==> src/rtl/branch_predict_ctrl_if.sv <==
// Fetch/execute-side signal bundle between the pipeline and branch_predict_ctrl.
// The pipeline drives through the master modport and the controller uses the slave modport.
interface branch_predict_ctrl_if;
  logic [31:0] PCF;
  logic        PredTakenF;
  logic        BranchE;
  logic        StallE;
  logic [31:0] PCE;
  logic        PredTakenE;
  logic        CondTakenE;
  logic [31:0] PCTargetE;
  logic [31:0] PCPlus4E;
  logic        RedirectE;
  logic [31:0] RedirectPC;
  logic        FlushD;
  logic        FlushE;
  logic [31:0] BranchCount;
  logic [31:0] MispredCount;

  modport master (
    output PCF, BranchE, StallE, PCE, PredTakenE, CondTakenE, PCTargetE, PCPlus4E,
    input  PredTakenF, RedirectE, RedirectPC, FlushD, FlushE, BranchCount, MispredCount
  );

  modport slave (
    input  PCF, BranchE, StallE, PCE, PredTakenE, CondTakenE, PCTargetE, PCPlus4E,
    output PredTakenF, RedirectE, RedirectPC, FlushD, FlushE, BranchCount, MispredCount
  );
endinterface

==> src/rtl/branch_predict_ctrl.sv <==
// Bimodal BHT predictor with execute-stage resolution, redirect/flush generation,
// a one-cycle recovery state and saturating branch/mispredict statistics.
module branch_predict_ctrl #(
  parameter int BHT_ENTRIES = 64
) (
  input  logic                  clk,
  input  logic                  rst,
  branch_predict_ctrl_if.slave  bus
);
  localparam int IW = $clog2(BHT_ENTRIES);

  typedef enum logic [0:0] {
    IDLE    = 1'b0,
    RECOVER = 1'b1
  } state_e;

  state_e      state_q, state_d;
  logic [1:0]  bht_q [BHT_ENTRIES];
  logic [1:0]  bht_d [BHT_ENTRIES];
  logic [31:0] branch_count_q, branch_count_d;
  logic [31:0] mispred_count_q, mispred_count_d;

  logic [IW-1:0] rd_idx_s;
  logic [IW-1:0] upd_idx_s;
  logic          resolve_s;
  logic          mispred_s;
  logic          unused_s;

  assign rd_idx_s  = bus.PCF[IW+1:2];
  assign upd_idx_s = bus.PCE[IW+1:2];
  assign unused_s  = ^{bus.PCF[31:IW+2], bus.PCF[1:0], bus.PCE[31:IW+2], bus.PCE[1:0]};

  // A branch in the recovery cycle is wrong-path content and must not resolve.
  assign resolve_s = bus.BranchE & ~bus.StallE & (state_q == IDLE);
  assign mispred_s = resolve_s & (bus.CondTakenE != bus.PredTakenE);

  assign bus.PredTakenF   = bht_q[rd_idx_s][1];
  assign bus.RedirectE    = mispred_s;
  assign bus.FlushD       = mispred_s;
  assign bus.FlushE       = mispred_s;
  assign bus.RedirectPC   = bus.CondTakenE ? bus.PCTargetE : bus.PCPlus4E;
  assign bus.BranchCount  = branch_count_q;
  assign bus.MispredCount = mispred_count_q;

  // Next-state logic for the recovery FSM.
  always_comb begin
    state_d = state_q;
    case (state_q)
      IDLE: begin
        if (mispred_s) begin
          state_d = RECOVER;
        end else begin
          state_d = IDLE;
        end
      end
      RECOVER: state_d = IDLE;
      default: state_d = IDLE;
    endcase
  end

  // Saturating 2-bit counter update at the resolving entry; reads see the old value.
  always_comb begin
    bht_d = bht_q;
    if (resolve_s) begin
      if (bus.CondTakenE) begin
        if (bht_q[upd_idx_s] != 2'b11) begin
          bht_d[upd_idx_s] = bht_q[upd_idx_s] + 2'b01;
        end else begin
          bht_d[upd_idx_s] = 2'b11;
        end
      end else begin
        if (bht_q[upd_idx_s] != 2'b00) begin
          bht_d[upd_idx_s] = bht_q[upd_idx_s] - 2'b01;
        end else begin
          bht_d[upd_idx_s] = 2'b00;
        end
      end
    end else begin
      bht_d = bht_q;
    end
  end

  // Statistics counters hold at all-ones instead of wrapping.
  always_comb begin
    branch_count_d  = branch_count_q;
    mispred_count_d = mispred_count_q;
    if (resolve_s && (branch_count_q != 32'hFFFF_FFFF)) begin
      branch_count_d = branch_count_q + 32'd1;
    end else begin
      branch_count_d = branch_count_q;
    end
    if (mispred_s && (mispred_count_q != 32'hFFFF_FFFF)) begin
      mispred_count_d = mispred_count_q + 32'd1;
    end else begin
      mispred_count_d = mispred_count_q;
    end
  end

  // State, BHT and statistics registers.
  always_ff @(posedge clk or posedge rst) begin
    if (rst) begin
      state_q         <= IDLE;
      branch_count_q  <= 32'd0;
      mispred_count_q <= 32'd0;
      for (int i = 0; i < BHT_ENTRIES; i++) begin
        bht_q[i] <= 2'b01;
      end
    end else begin
      state_q         <= state_d;
      branch_count_q  <= branch_count_d;
      mispred_count_q <= mispred_count_d;
      bht_q           <= bht_d;
    end
  end
endmodule
==> src/flat_wrapper.sv <==
// flat-port wrapper written by rule: the top's interface ports become plain ports
module branch_predict_ctrl_flat 
#(
  parameter int BHT_ENTRIES = 64
)
  (clk, rst, bus_PCF, bus_BranchE, bus_StallE, bus_PCE, bus_PredTakenE, bus_CondTakenE, bus_PCTargetE, bus_PCPlus4E, bus_PredTakenF, bus_RedirectE, bus_RedirectPC, bus_FlushD, bus_FlushE, bus_BranchCount, bus_MispredCount);
  branch_predict_ctrl_if bus_i ();
  input  logic clk;
  input  logic rst;
  input wire logic [$bits(bus_i.PCF)-1:0] bus_PCF;
  input wire logic [$bits(bus_i.BranchE)-1:0] bus_BranchE;
  input wire logic [$bits(bus_i.StallE)-1:0] bus_StallE;
  input wire logic [$bits(bus_i.PCE)-1:0] bus_PCE;
  input wire logic [$bits(bus_i.PredTakenE)-1:0] bus_PredTakenE;
  input wire logic [$bits(bus_i.CondTakenE)-1:0] bus_CondTakenE;
  input wire logic [$bits(bus_i.PCTargetE)-1:0] bus_PCTargetE;
  input wire logic [$bits(bus_i.PCPlus4E)-1:0] bus_PCPlus4E;
  output wire logic [$bits(bus_i.PredTakenF)-1:0] bus_PredTakenF;
  output wire logic [$bits(bus_i.RedirectE)-1:0] bus_RedirectE;
  output wire logic [$bits(bus_i.RedirectPC)-1:0] bus_RedirectPC;
  output wire logic [$bits(bus_i.FlushD)-1:0] bus_FlushD;
  output wire logic [$bits(bus_i.FlushE)-1:0] bus_FlushE;
  output wire logic [$bits(bus_i.BranchCount)-1:0] bus_BranchCount;
  output wire logic [$bits(bus_i.MispredCount)-1:0] bus_MispredCount;
  assign bus_i.PCF = bus_PCF;
  assign bus_i.BranchE = bus_BranchE;
  assign bus_i.StallE = bus_StallE;
  assign bus_i.PCE = bus_PCE;
  assign bus_i.PredTakenE = bus_PredTakenE;
  assign bus_i.CondTakenE = bus_CondTakenE;
  assign bus_i.PCTargetE = bus_PCTargetE;
  assign bus_i.PCPlus4E = bus_PCPlus4E;
  assign bus_PredTakenF = bus_i.PredTakenF;
  assign bus_RedirectE = bus_i.RedirectE;
  assign bus_RedirectPC = bus_i.RedirectPC;
  assign bus_FlushD = bus_i.FlushD;
  assign bus_FlushE = bus_i.FlushE;
  assign bus_BranchCount = bus_i.BranchCount;
  assign bus_MispredCount = bus_i.MispredCount;
  branch_predict_ctrl #(.BHT_ENTRIES(BHT_ENTRIES)) u_core (.clk(clk), .rst(rst), .bus(bus_i));
endmodule
==> config.mk <==
export PLATFORM = sky130hd
export DESIGN_NAME = branch_predict_ctrl_flat
export DESIGN_NICKNAME = d
export VERILOG_FILES = /design/src/rtl/branch_predict_ctrl_if.sv /design/src/rtl/branch_predict_ctrl.sv /design/src/flat_wrapper.sv
export SDC_FILE = /design/constraint.sdc
export NUM_CORES = 1
export LEC_CHECK = 0
export CAP_MARGIN = 25
export CORE_MARGIN = 3
export CORE_UTILIZATION = 40
export DETAILED_ROUTE_END_ITERATION = 8
export GPL_TIMING_DRIVEN = 0
export PLACE_DENSITY = 0.65
export SYNTH_ARGS = -nofsm -noshare
export SYNTH_HDL_FRONTEND = slang
export SYNTH_SLANG_ARGS = --single-unit
==> constraint.sdc <==
create_clock -name clk -period 6.35 [get_ports clk]
set_input_delay 1.5875 -clock clk [delete_from_list [all_inputs] [get_ports clk]]
set_output_delay 1.5875 -clock clk [all_outputs]
set_load 0.01 [all_outputs]
* Word level (Yosys, flattened, before mapping)
Cells that the tools add are included.
** Operators by class
- $lt $le $gt $ge :: 3
- Bitwise operators :: 10
- Multiplexer cells :: 16
- Eq/ne operators :: 4
- Add/subtract/negate cells :: 4
- Reductions and logical operators :: 4
** Operator list (number)
- $mux W128 :: 3
- $bwmux W128 :: 2
- $and A128 B128 Y128 :: 1
- $not A128 Y128 :: 1
- $or A128 B128 Y128 :: 1
- $add A32 B1 Y32 const B :: 2
- $ne A32 B32 Y1 const B :: 2
- $mux W32 :: 1
- $bmux W2 S6 :: 2
- $ge A7 B7 Y1 const B :: 2
- $not A6 Y7 :: 2
- $demux W2 S6 :: 1
- $mux W2 :: 5
- $lt A7 B1 Y1 const B :: 1
- $and A1 B1 Y1 :: 3
- $logic_and A1 B1 Y1 :: 3
- $add A2 B1 Y2 const B :: 1
- $ne A2 B2 Y1 const B :: 1
- $not A1 Y1 :: 2
- $pmux W1 S2 :: 1
- $reduce_bool A2 Y1 :: 1
- $sub A2 B1 Y2 const B :: 1
- $mux W1 :: 1
- $ne A1 B1 Y1 :: 1
** Storage, ports and cells
- Flip-flop bits (word level) :: 193
- Output and inout bits :: 100
- Input bits :: 134

* Depth between registers and ports, before layout
Gate-level depths: netlist of the first run.
- Word-level depth :: 9
- Mapped depth :: 15

* Worst setup path before layout of the first run
OpenSTA, ideal clock, no wires.
- Kind :: input to output
- Start :: input port bus_PCF[2]
- End :: output port bus_PredTakenF
- Path buffers :: 2
- Path slack :: 1561 ps
- Data arrival time :: 3201 ps
- Cell stages on the path :: 7
- Path through :: buf_2 -> buf_4 -> mux4_2 -> a22o_1 -> a221oi_1 -> mux4_2 -> inv_1
** Between the ends
- Word-level cells in the longest chain between the ends :: 4
** RTL lines
- from (decl) :: line flat_wrapper.sv:10 : input wire logic [$bits(bus_i.PCF)-1:0] bus_PCF;
- $not A6 Y7 (not written as such) :: line branch_predict_ctrl.sv:37 : assign bus.PredTakenF = bht_q[rd_idx_s][1];
- $bmux W2 S6 :: line branch_predict_ctrl.sv:37
- $mux W2 (not written as such) (2 in a row) :: line branch_predict_ctrl.sv:37
- to (decl) :: line flat_wrapper.sv:18 : output wire logic [$bits(bus_i.PredTakenF)-1:0] bus_PredTakenF;
No other way between the ends. The select of a mux whose other input is x is not followed.

* Worst setup path in the final report of the first run
- Start :: input port bus_PCF[3]
- End :: output port bus_PredTakenF
Same word-level chain as after synthesis.

==> results of run 1 <==
## synthesized netlist by cell type (2+ instances only)
| cell type | number |
|---|---|
| a211oi_1 | 3 |
| a21oi_1 | 15 |
| a221oi_1 | 8 |
| a22o_1 | 4 |
| a22oi_1 | 9 |
| a31o_2 | 2 |
| a31oi_2 | 2 |
| a32o_1 | 2 |
| and2_0 | 4 |
| and2_1 | 15 |
| and3_1 | 16 |
| and4_1 | 11 |
| buf_1 | 8 |
| buf_2 | 19 |
| buf_4 | 5 |
| buf_6 | 4 |
| clkbuf_1 | 35 |
| dfrtp_1 | 129 |
| dfstp_2 | 64 |
| ha_1 | 4 |
| inv_1 | 13 |
| mux2_2 | 43 |
| mux2i_1 | 57 |
| mux4_2 | 28 |
| nand2_1 | 161 |
| nand2b_1 | 2 |
| nand3_1 | 44 |
| nand3b_1 | 2 |
| nand4_1 | 24 |
| nor2_1 | 21 |
| nor2b_1 | 10 |
| nor3_1 | 7 |
| nor3b_1 | 5 |
| nor4_1 | 2 |
| o21ai_0 | 74 |
| o22ai_1 | 7 |
| o31ai_1 | 64 |
| o41ai_1 | 6 |
| or2_2 | 2 |
| or4_4 | 2 |
| xnor2_1 | 48 |
| xor2_1 | 11 |
## worst max-delay path, stage by stage
cell	delay [ns]
clkbuf_1	0.44
buf_2	0.42
mux4_2	0.38
a22o_1	0.19
a221oi_1	0.36
mux4_2	0.32
inv_1	0.03
clkdlybuf4s50_1	0.46
## metal layers
metal	track usage [%]	up-vias	wire, um
met4	6.223	0	641
li1	-	4141	-
met1	32.45	4426	14360
met3	5.288	49	2391
met5	0	-	0
met2	34.92	343	15180
## flip-flops by register name, indices dropped and copies added (netlist names)
signal,flops
u_core.bht_q,128
u_core.bus.BranchCount,32
u_core.bus.MispredCount,32
u_core.state_q,1
## through the flow
stage | setup slack [ns] | total power [uW]
after floorplan | 1.561 | 1783
after global placement | 0.5460 | 2048
after detailed placement | 0.5414 | 2069
after CTS | 0.5325 | 3160
after global routing | 0.4393 | 3279
final | 0.5564 | 3147
## worst max path at each step
| stage | startpoint | depth (start not counted) | slack, ns | to |
|---|---|---|---|---|
| after floorplan | bus_PCF[2] | 7 | 1.56 | bus_PredTakenF |
| after global placement | bus_PCF[3] | 8 | 0.55 | bus_PredTakenF |
| after detailed placement | bus_CondTakenE | 5 | 0.54 | bus_RedirectPC[29] |
| after CTS | bus_CondTakenE | 5 | 0.53 | bus_RedirectPC[29] |
| after global routing | bus_CondTakenE | 5 | 0.44 | bus_RedirectPC[7] |
| final | bus_PCF[3] | 8 | 0.56 | bus_PredTakenF |
## kinds of logic after synthesis
family / Yosys count / synth area share [%]
compound gates: 211 / 13.39
xor+xnor: 59 / 4.846
fa+ha+maj: 4 / 0.4694
buf+inv: 85 / 3.673
flops: 193 / 46.05
mux: 128 / 15.81
simple gates: 337 / 15.77
## cell type report
class	instances	area, um2
Tap cell	335	419.2
Inverter	14	56.30
Clock inverter	14	156.4
Fill cell	2388	12600
Multi-Input combinational cell	739	5361
Clock buffer	18	429.2
Timing Repair Buffer	181	1864
Buffer	71	339.1
Sequential cell	193	4910
## power by group through the flow
stage / Sequential, uW / Clock (uW) / Combinational, uW
3_5_place_dp: 1480 / 0 / 586
6_report: 1470 / 1090 / 590
3_3_place_gp: 1480 / 0 / 568
2_1_floorplan: 1470 / 0 / 314
4_1_cts: 1460 / 1110 / 590
5_1_grt: 1480 / 1150 / 645
==> impl_metrics.ini, run 1 <==
[finish]
drive_gt1_share_pct = 17.80
fin_cells = 1565
syn2layout_area_growth_pct = 26.94
layout_common_cells = 174 x clkdlybuf4s50_1, 161 x nand2_1, 129 x dfrtp_1, 74 x o21ai_0
layout_commonest_cell = clkdlybuf4s50_1
design_area_mm2 = 0.01354
diodes = 0
nets = 1355
final_util_pct = 51.80

[clocking]
cts_setup_buffers = 0
cts_resized = 0
h-tree-depth = 4
clkLatencyLatePin_ns = 0.45
root_buffer = clkbuf_16
ctsHoldBuffers = 0
numClockSinks = 193
clockBufferDepth = 2
clkSlewWorstSetupHoldPaths_ns = 0.07
cts_tree = built
numCtsBuffers = 17

[floorplanning]
coreArea_mm2 = 0.02613
rows = 59
die_width_um = 169.3
io_pins = 234
die_h_um = 169.3
start_util_pct = 40.80
dieArea_mm2 = 0.02865

[sta]
max_slew_margin_pct = 39.38
period_share_pct = 91.24
timing.final.crit_period_ns = 5.794
finalSetupViolCount = 0
rsz0062_at_grt = no
fmax_mhz = 172.6
tightest_slew_ns = 0.9060
finalHoldViolations = 0
fin_worst_skew_ns = 0.01478
fin_hold_ws_ns = 0.4725
slew_violations = 0
fin_setup_tns_ns = 0

[setup_path]
arrival_ns = 4.21
required_ns = 4.76
crit_path_end_kind = output pin
criticalPathCategory = input port to output pin
r2r-start = u_core.bht_q[112]
startpoint_type = input port
ff2ff_setup_slack_ns = 2.60
crit_fanout = 10
crit-reg2reg-capture = u_core.bht_q[103]
reg2regPathDepth = 10

[global_route]
grt_pass1_wl_um = 51250
grt_start_max_net_pins = 44
grt_usage_pct = 22.71
antenna_found_initial = 0
gr-total-overflow = 0
first_global_vias = 8982

[routing]
initialDrtViolationCount = 889
num_vias = 8959
post-route-drc-count = 0
antenna_left = 0
dr.pass1.iters = 7
post_drt_wl_per_cell_um = 20.81
routed_via_density = 5.725
routed_wl_um = 32570

[synthesis]
ys_warn_count = 0
netlist_instances = 1017
yosysTopAreaCell = dfrtp_1
syn_nets = 1155
synth_ff_type = dfrtp_1
async_flop_share_pct = 100.0
netlist_area_mm2 = 0.01066
yosysUniqueCellTypes = 67
yosysSeqAreaShare_pct = 46.05
syn_area_per_cell_um2 = 10.48
ys_ff_latch = 193
synth.area.top_cells = dfrtp_1 30%, dfstp_2 16%, mux4_2 5.9%, nand2_1 5.7%, mux2i_1 5.4%
synth-edff-count = 0
yosysTopAreaCellShare_pct = 30.27

[placement]
port-buffer-count = 174
place_inst = 1532
place_area_mm2 = 0.01294
detailed_place_hpwl_um = 23210
gp_congestion = 0.8968

[power]
p_leak_uw = 0.005523
internal_power_uw = 2187
power_density_mw_per_mm2 = 232.5
switching_share_pct = 30.51
seq_power_share_pct = 46.6
p_switching_uw = 960.2
ir_worst_vdd_uv = 183.2
pwr-share-comb_pct = 18.8
clockPowerShare_pct = 34.6

[hold_path]
hold_class = flop to flop
worstHoldPathCells = 2
hp-start = u_core.bht_q[20]
hold-path-endpoint = u_core.bht_q[20]

[outcome]
outcome = finished clean

[run]
maxCapViolCount = 0
(Power assumes the default switching activity.)
==> inputs of run 2 (changes only) <==
--- a/config.mk
+++ b/config.mk
@@ -9,7 +9,6 @@
 export CORE_MARGIN = 3
 export CORE_UTILIZATION = 40
 export DETAILED_ROUTE_END_ITERATION = 8
-export GPL_TIMING_DRIVEN = 0
 export PLACE_DENSITY = 0.65
 export SYNTH_ARGS = -nofsm -noshare
 export SYNTH_HDL_FRONTEND = slang
==> impl_metrics.ini, run 2 (synthesis results as in run 1) <==
[outcome]
outcome = finished clean

[routing]
routed_via_density = 5.671
dr.pass1.iters = 5
post_drt_wl_per_cell_um = 19.81
num_vias = 8642
post-route-drc-count = 0
initialDrtViolationCount = 677
routed_wl_um = 30180
antenna_left = 0

[setup_path]
cp_slowest_cell = mux4_2
path_depth = 8
arrival_ns = 4.20
required_ns = 4.76
crit_path_end_kind = output pin
crit_fanout = 16
cp_cell_sequence = clkdlybuf4s50_1, buf_12, mux4_2, a22o_1, a221oi_1, mux4_2, inv_1, clkdlybuf4s50_1
critPathTopFamily = buffers and inverters
max_stage_delay_ns = 0.55
ff2ff_setup_slack_ns = 2.98
criticalPathCategory = input port to output pin
reg2regPathDepth = 10
worst-path-buf-inv = 4
startpoint_type = input port

[placement]
detailed_place_hpwl_um = 20590
port-buffer-count = 181
place_area_mm2 = 0.01280
gp_congestion = 0.8381
place_inst = 1492

[finish]
drive_gt1_share_pct = 18.50
diodes = 0
layout_common_cells = 178 x clkdlybuf4s50_1, 161 x nand2_1, 129 x dfrtp_1, 74 x o21ai_0
fin_cells = 1524
nets = 1314
largest_reg_flops = 128
layout_commonest_cell = clkdlybuf4s50_1
design_area_mm2 = 0.01345
n_fill_cell = 2351
syn2layout_area_growth_pct = 26.12
top_register = u_core.bht_q

[hold_path]
worstHoldPathCells = 2
hold_class = flop to flop

[power]
p_leak_uw = 0.005486
totalPowerFinal_uw = 3177
power_density_mw_per_mm2 = 236.2
ir_worst_vdd_uv = 191.5

[floorplanning]
io_pins = 234
dieArea_mm2 = 0.02865
die_width_um = 169.3
rows = 59
coreArea_mm2 = 0.02613
die_h_um = 169.3
start_util_pct = 40.80

[clocking]
clockBufferDepth = 2
cts_resized = 0
numClockSinks = 193
clkLatencyLatePin_ns = 0.45
ctsHoldBuffers = 0
h-tree-depth = 4
clkSlewWorstSetupHoldPaths_ns = 0.08
numCtsBuffers = 17
cts_tree = built
root_buffer = clkbuf_16
cts_setup_buffers = 0

[sta]
tightest_slew_ns = 1.067
fin_setup_tns_ns = 0
fmax_mhz = 172.9
timing.final.crit_period_ns = 5.783
fin_hold_ws_ns = 0.4719
max_slew_margin_pct = 28.84
rsz0062_at_grt = no
fin_worst_skew_ns = 0.01583
slew_violations = 0
finalSetupViolCount = 0
period_share_pct = 91.08
finalHoldViolations = 0

[global_route]
grt_usage_pct = 21.25
gr-total-overflow = 0
antenna_found_initial = 1
grt_start_max_net_pins = 194
grt_pass1_wl_um = 48730
first_global_vias = 8702

[run]
maxCapViolCount = 0
==> run 2: cell count changes in the layout (fill, tap and decap cells not counted), moves of 2 or more <==
cell | before | now
buf_1 | 8 | 0
buf_12 | 4 | 2
buf_2 | 19 | 3
buf_4 | 6 | 28
buf_6 | 4 | 0
clkbuf_1 | 36 | 0
clkdlybuf4s50_1 | 174 | 178
clkinv_4 | 2 | 0
clkinv_8 | 3 | 7
inv_8 | 6 | 4
==> run 2: area by class of cell <==
type / count / area (um2) / share of cell area, %
multi-input cells: 739 / 5370 / 39.93
inverters: 14 / 56.30 / 0.4187
clock buffers: 18 / 439.2 / 3.266
clock inverters: 14 / 206.4 / 1.535
flip-flops and latches: 193 / 4910 / 36.51
repair buffers: 211 / 2047 / 15.22
well taps: 335 / 419.2 / 3.117
==> run 2: power by group <==
group / switching, uW / internal (uW)
clock network: 557 / 588
registers: 96.3 / 1370
logic: 283 / 286
==> run 2: per-stage QoR <==
stage / utilization (%) / setup WS [ns]
global placement: 48.99 / 0.5820
CTS: 51.46 / 0.5884
floorplan: - / 1.561
finish: 51.46 / 0.5666
global route: 51.46 / 0.4967
detailed placement: 48.99 / 0.6026
==> run 2: worst paths after layout <==
| kind | from | end |
|---|---|---|
| min in group asynchronous | rst | u_core.bus.MispredCount[17] |
| worst min-delay path | u_core.bht_q[42] | u_core.bht_q[42] |
| worst max-delay path | bus_PCF[2] | bus_PredTakenF |
| max in group asynchronous | rst | u_core.bht_q[117] |
| worst max register to register | u_core.bht_q[21] | u_core.bht_q[18] |
| worst min register to register | u_core.bht_q[42] | u_core.bht_q[42] |
==> run 2: worst register-to-register path, stage by stage, from the launching register on <==
cell and delay, ns:
dfrtp_1 0.42, mux4_2 0.47, mux2i_1 0.23, o22ai_1 0.16, a211oi_1 0.28, and4_1 0.26, ha_1 0.20, inv_1 0.12
nor2_4 0.66, buf_4 0.37, o41ai_1 0.11
==> run 2: routing by layer <==
layer / wire length (um) / track usage, % / up-vias / share of wire (%)
met5: 13 / 0 / - / 0.043
met4: 717 / 6.615 / 2 / 2.4
met3: 1936 / 4.542 / 55 / 6.4
met2: 13650 / 31.88 / 300 / 45
met1: 13870 / 30.98 / 4225 / 46
li1: - / - / 4060 / -
